===== src/rtl/csr_access_ctrl.sv =====
// Sequences CSR RW/RS/RC instructions into separate read and write cycles on the CSR unit.
// Define CSR_DEBUG_PORT_EN to add a round-robin arbitrated debug requester.
module csr_access_ctrl #(
    parameter int XLEN   = 32,
    parameter int ADDR_W = 12
) (
    input  logic              clock,
    input  logic              reset,
    input  logic              req_valid,
    output logic              req_ready,
    input  logic [ADDR_W-1:0] req_addr,
    input  logic [1:0]        req_func,
    input  logic [XLEN-1:0]   req_src,
    input  logic              req_src_zero,
    input  logic              req_rd_zero,
    input  logic [1:0]        priv_mode,
    output logic              resp_valid,
    input  logic              resp_ready,
    output logic [XLEN-1:0]   resp_data,
    output logic              resp_illegal,
    output logic [ADDR_W-1:0] csr_addr,
    output logic              csr_read,
    output logic              csr_write,
    output logic [XLEN-1:0]   csr_wdata,
    input  logic [XLEN-1:0]   csr_rdata,
    input  logic              csr_illegal,
`ifdef CSR_DEBUG_PORT_EN
    input  logic              dbg_req_valid,
    output logic              dbg_req_ready,
    input  logic [ADDR_W-1:0] dbg_req_addr,
    input  logic              dbg_req_write,
    input  logic [XLEN-1:0]   dbg_req_wdata,
    output logic              dbg_resp_valid,
    output logic [XLEN-1:0]   dbg_resp_data,
    output logic              dbg_resp_err,
    input  logic              dbg_resp_ready,
`endif
    output logic [1:0]        fsm_state
);

    // Handshakes: a transfer happens on a rising edge where valid and ready are both high;
    // a valid response holds its payload stable until taken, and ready never waits on valid.

    typedef enum logic [1:0] {IDLE, READ, WRITE, RESP} state_t;

    localparam logic [1:0] FUNC_RW = 2'b01;
    localparam logic [1:0] FUNC_RS = 2'b10;
    localparam logic [1:0] FUNC_RC = 2'b11;

    state_t            state_q, state_d;
    logic [ADDR_W-1:0] addr_q;
    logic [1:0]        func_q;
    logic [XLEN-1:0]   src_q, old_q, data_q, wdata_calc;
    logic              do_write_q, illegal_q;

    logic              sel_valid, sel_rd, sel_wr, pre_fail, idle, resp_hs;
    logic [ADDR_W-1:0] sel_addr;
    logic [1:0]        sel_func, sel_priv;
    logic [XLEN-1:0]   sel_src;

    assign idle      = reset && (state_q == IDLE);
    assign fsm_state = state_q;

`ifdef CSR_DEBUG_PORT_EN
    logic dbg_q, last_dbg_q, sel_dbg;

    // The side not granted last time wins a tie.
    assign req_ready      = idle && (!dbg_req_valid || last_dbg_q);
    assign dbg_req_ready  = idle && (!req_valid || !last_dbg_q);
    assign resp_valid     = (state_q == RESP) && !dbg_q;
    assign dbg_resp_valid = (state_q == RESP) && dbg_q;
    assign dbg_resp_data  = data_q;
    assign dbg_resp_err   = illegal_q;
    assign resp_hs        = (resp_valid && resp_ready) || (dbg_resp_valid && dbg_resp_ready);
`else
    assign req_ready  = idle;
    assign resp_valid = (state_q == RESP);
    assign resp_hs    = resp_valid && resp_ready;
`endif

    assign resp_data    = data_q;
    assign resp_illegal = illegal_q;
    assign csr_read     = (state_q == READ);
    assign csr_write    = (state_q == WRITE);
    assign csr_addr     = (csr_read || csr_write) ? addr_q : '0;
    assign csr_wdata    = csr_write ? wdata_calc : '0;

    always_comb begin
        sel_valid = req_valid && req_ready;
        sel_addr  = req_addr;
        sel_func  = req_func;
        sel_src   = req_src;
        sel_rd    = (req_func != FUNC_RW) || !req_rd_zero;
        sel_wr    = (req_func == FUNC_RW) || !req_src_zero;
        sel_priv  = priv_mode;
`ifdef CSR_DEBUG_PORT_EN
        sel_dbg   = 1'b0;
        // Debug accesses run as M-mode RW and always return the old value.
        if (dbg_req_valid && dbg_req_ready) begin
            sel_valid = 1'b1;
            sel_addr  = dbg_req_addr;
            sel_func  = FUNC_RW;
            sel_src   = dbg_req_wdata;
            sel_rd    = 1'b1;
            sel_wr    = dbg_req_write;
            sel_priv  = 2'b11;
            sel_dbg   = 1'b1;
        end
`endif
        pre_fail = (sel_func == 2'b00)
                || (sel_addr[ADDR_W-3 -: 2] > sel_priv)
                || ((sel_addr[ADDR_W-1 -: 2] == 2'b11) && sel_wr);
    end

    always_comb begin
        wdata_calc = src_q;
        case (func_q)
            FUNC_RS: wdata_calc = old_q | src_q;
            FUNC_RC: wdata_calc = old_q & ~src_q;
            default: ;
        endcase
    end

    always_comb begin
        state_d = state_q;
        case (state_q)
            IDLE: if (sel_valid) begin
                if (pre_fail)    state_d = RESP;
                else if (sel_rd) state_d = READ;
                else             state_d = WRITE;
            end
            READ:  state_d = (!csr_illegal && do_write_q) ? WRITE : RESP;
            WRITE: state_d = RESP;
            RESP:  if (resp_hs) state_d = IDLE;
            default: state_d = IDLE;
        endcase
    end

    always_ff @(posedge clock or negedge reset) begin
        if (!reset) state_q <= IDLE;
        else        state_q <= state_d;
    end

    always_ff @(posedge clock or negedge reset) begin
        if (!reset) begin
            addr_q     <= '0;
            func_q     <= '0;
            src_q      <= '0;
            old_q      <= '0;
            data_q     <= '0;
            do_write_q <= 1'b0;
            illegal_q  <= 1'b0;
`ifdef CSR_DEBUG_PORT_EN
            dbg_q      <= 1'b0;
            last_dbg_q <= 1'b1;
`endif
        end else begin
            case (state_q)
                IDLE: if (sel_valid) begin
                    addr_q     <= sel_addr;
                    func_q     <= sel_func;
                    src_q      <= sel_src;
                    old_q      <= '0;
                    data_q     <= '0;
                    do_write_q <= sel_wr;
                    illegal_q  <= pre_fail;
`ifdef CSR_DEBUG_PORT_EN
                    dbg_q      <= sel_dbg;
                    last_dbg_q <= sel_dbg;
`endif
                end
                READ: begin
                    old_q <= csr_rdata;
                    if (csr_illegal) begin
                        illegal_q <= 1'b1;
                        data_q    <= '0;
                    end else begin
                        data_q    <= csr_rdata;
                    end
                end
                WRITE: if (csr_illegal) begin
                    illegal_q <= 1'b1;
                    data_q    <= '0;
                end
                default: ;
            endcase
        end
    end

endmodule

===== config.mk =====
export PLATFORM = sky130hd
export DESIGN_NAME = csr_access_ctrl
export DESIGN_NICKNAME = d
export VERILOG_FILES = /design/src/rtl/csr_access_ctrl.sv
export SDC_FILE = /design/constraint.sdc
export NUM_CORES = 1
export LEC_CHECK = 0
export CAP_MARGIN = 20
export CORE_MARGIN = 3
export CORE_UTILIZATION = 40
export CTS_CLUSTER_DIAMETER = 100
export DETAILED_ROUTE_END_ITERATION = 10
export DONT_BUFFER_PORTS = 1
export PLACE_DENSITY = 0.59
export SYNTH_ARGS = -nofsm -noshare
export SYNTH_HDL_FRONTEND = slang
export SYNTH_SLANG_ARGS = --single-unit
export TNS_END_PERCENT = 10

===== constraint.sdc =====
create_clock -name clock -period 1.6 [get_ports clock]
set_input_delay 0.16 -clock clock [delete_from_list [all_inputs] [get_ports clock]]
set_output_delay 0.16 -clock clock [all_outputs]
set_load 0.03 [all_outputs]

==> flow_summary.yaml <==
critical_path:
  worst-setup-path-type: "flip-flop to primary output"
  worstRegToRegCells: 6
  timing.rr.start: "fsm_state[0]"
  path_common_cell: "buf_12"
  cp_slowest_cell: "dfrtp_2"
  ff2ff_setup_slack_ns: -0.02
  path_cells: "buf_6 > ha_4 > buf_12 > and2_4 > buf_12"
  path_max_fanout: 16
  critPathArrivalTime_ns: 1.64
  rr_endpoint: "resp_data[11]"
  startpoint_type: "flip-flop"
  cp.required_ns: 1.44
  worstSetupEndpointType: "primary output"
  slowest_delay_ns: 0.43
route:
  vias: 4553
  drtIter0Drc: 312
  first_pass_iters: 4
  wl_per_cell_um: 17.86
  ant_nets: 0
  drc: 0
  wirelength_um: 15860
  viasPerCell: 5.127
yosys:
  yosys_warnings: 0
  synthAdderAreaFrac_pct: 1.649
  syn_nets: 701
  synth_top_area_share_pct: 53.72
  synth_top_flop_cell: "dfrtp_1"
  ys_seq_area_share_pct: 53.72
  ys_types: 32
  synth_edf_count: 0
  synthXorXnorAreaFrac_pct: 0
  synth_compound_area_share_pct: 10.86
  synth_top_area_cell: "dfrtp_1"
  synth.area.top_cells: "dfrtp_1, nand2_1, and2_1"
  postSynthAreaPerCell_sq_um: 8.748
  synth_top_family_by_area: "simple AND/OR/NAND/NOR gates"
  ys_ff_latch: 114
  async_flop_share_pct: 100.0
  synthSimpleGateAreaFrac_pct: 28.89
  netlist_area_sq_mm: 0.005310
  syn-instance-count: 607
  synth.area.mux_share_pct: 0.1885
sta:
  setup-violations-final: 56
  relSlewSlack_pct: 68.14
  finalMaxSlewViolations: 0
  worst_slack_ns: -0.2009
  rsz0062_at_grt: "true"
  skew_ns: 0.005609
  holdWs_ns: -0.5556
  tightest_slew_ns: 0.4769
  fin_crit_ns: 1.801
  final.period_utilization_pct: 112.6
  final_hold_viol_count: 114
  max_clock_freq_mhz: 555.3
floorplan:
  core_sq_mm: 0.01282
  die_area_sq_mm: 0.01469
  initial_core_util_pct: 41.40
  die_w_um: 121.2
  ios: 170
  die_h_um: 121.2
  row_count: 41
finish:
  final_common_cell: "nand2_1"
  nNetsFinal: 798
  layout_common_cells: "nand2_1, dfrtp_1, dlygate4sd3_1"
  drive_above_1_share_pct: 18.99
  antenna_cells: 0
  post-route-util_pct: 57.53
  areaGrowthSynthToFinish_pct: 38.95
clock_network:
  clock-sinks: 114
  htree_levels: 4
  clk_latency_ns: 0.41
  tritoncts: "built"
  numCtsBuffers: 17
  clockRootBuffer: "clkbuf_16"
  cts_buffer_depth: 2
  path_clk_slew_ns: 0.05
  cts_hold_buf: 80
pwr:
  ir_drop_mv: 0.9846
  power.leakage_nw: 3.648
  power.density_mw_per_mm2: 2219
  power_mw: 16.37
placement:
  dp_hpwl_um: 9730
  io_buffers: 0
  gp_congestion: 0.7609
grt:
  antenna_found_initial: 0
  track_usage_pct: 21.23
  overflow: 0
  grt_pass1_vias: 4523
  grt_start_max_net_pins: 119
  grt_pass1_wl_um: 24030
worst_hold_path:
  hold_path.class: "input pin to asynchronous set/reset pin"
outcome:
  status: "complete, but fails checks"
  violations: "hold timing, setup timing"
job:
  drv_cap: 0
[repair_timing]
action | in CTS | in global routing
resized for setup | 54 | 18
pin swaps | 17 | 16
hold endpoints to repair | 227 | 114
buffers inserted | 0 | 3
setup endpoints to repair | 105 | 112
gates cloned | 0 | 5
[worst max-delay path by stage]
stage / startpoint / endpoint / cells past startpoint
after floorplan: fsm_state[1] / old_q[0] / 7
after global placement: fsm_state[1] / old_q[5] / 5
after detailed placement: fsm_state[0] / old_q[6] / 5
after CTS: fsm_state[1] / csr_wdata[31] / 5
after global routing: fsm_state[0] / csr_wdata[31] / 6
final: fsm_state[1] / csr_wdata[31] / 5
[routing by layer]
metal / vias to the layer above / global-route usage (%) / part of all wire (%)
met1: 2215 / 26.00 / 42
met2: 162 / 35.05 / 50
li1: 2160 / - / -
met4: 0 / 7.423 / 1.2
met5: - / 0 / 0
met3: 16 / 7.226 / 7.1
[critical path: cells and delay by family (launching register included)]
kind | cells | cell delay [ns]
adders and majority gates | 1 | 0.19
buffers and inverters | 3 | 0.44
and+or+nand+nor | 1 | 0.16
DFF | 1 | 0.43
[power by group]
group	total (mW)	switching, mW	internal (mW)
Clock	3.67	1.29	2.38
Sequential	5.44	1.35	4.10
Combinational	7.26	4.18	3.07
Total	16.4	6.82	9.55
[through the flow]
step / setup WS [ns] / TNS (ns) / hold slack, ns / area, sq um / std cells
floorplan: -0.001810 / -0.1049 / -0.1356 / 5393 / 607
global route: -0.2535 / -11.53 / -0.5798 / 7378 / 888
finish: -0.2009 / -5.558 / -0.5556 / 7378 / 888
detailed placement: -0.1584 / -4.138 / -0.1309 / 5703 / 769
CTS: -0.2189 / -11.93 / -0.5817 / 7172 / 880
global placement: -0.06269 / -1.257 / -0.1314 / 5703 / 769
[cell usage after synthesis (2+ instances only)]
cell and number:
nand2_1 268, nor2b_1 3, o21ai_0 35, dfrtp_1 114, nand2b_1 2, buf_6 4
a22o_1 31, a31oi_1 2, nor2_1 6, inv_1 7, buf_4 9, clkbuf_1 11
and2_1 44, a22o_2 2, buf_2 13, nand3_1 34, ha_1 7
[cell type report]
class | instances | area (sq um)
multi-input combinational | 449 | 2417
sequential | 114 | 2856
clock inverter | 11 | 111.4
tap | 172 | 215.2
inverter | 7 | 31.28
clock buffer | 20 | 466.7
timing repair buffer | 115 | 1280
fill | 1140 | 5446
[sequential cells by signal, indices dropped and copies added, names as in the netlist]
name,flops
resp_illegal,1
func_q,2
addr_q,12
fsm_state,2
src_q,32
resp_data,32
old_q,32
do_write_q,1
[cells by family (layout without fill, tap and decap cells)]
logic type                 after synthesis  after routing
adders and majority gates                7              7
DFF                                    114            114
AOI/OAI and AO/OA                       79             79
buffers and inverters                   45            153
and+or+nand+nor                        361            362
muxes                                    1              1
(Power assumes the default switching activity.)
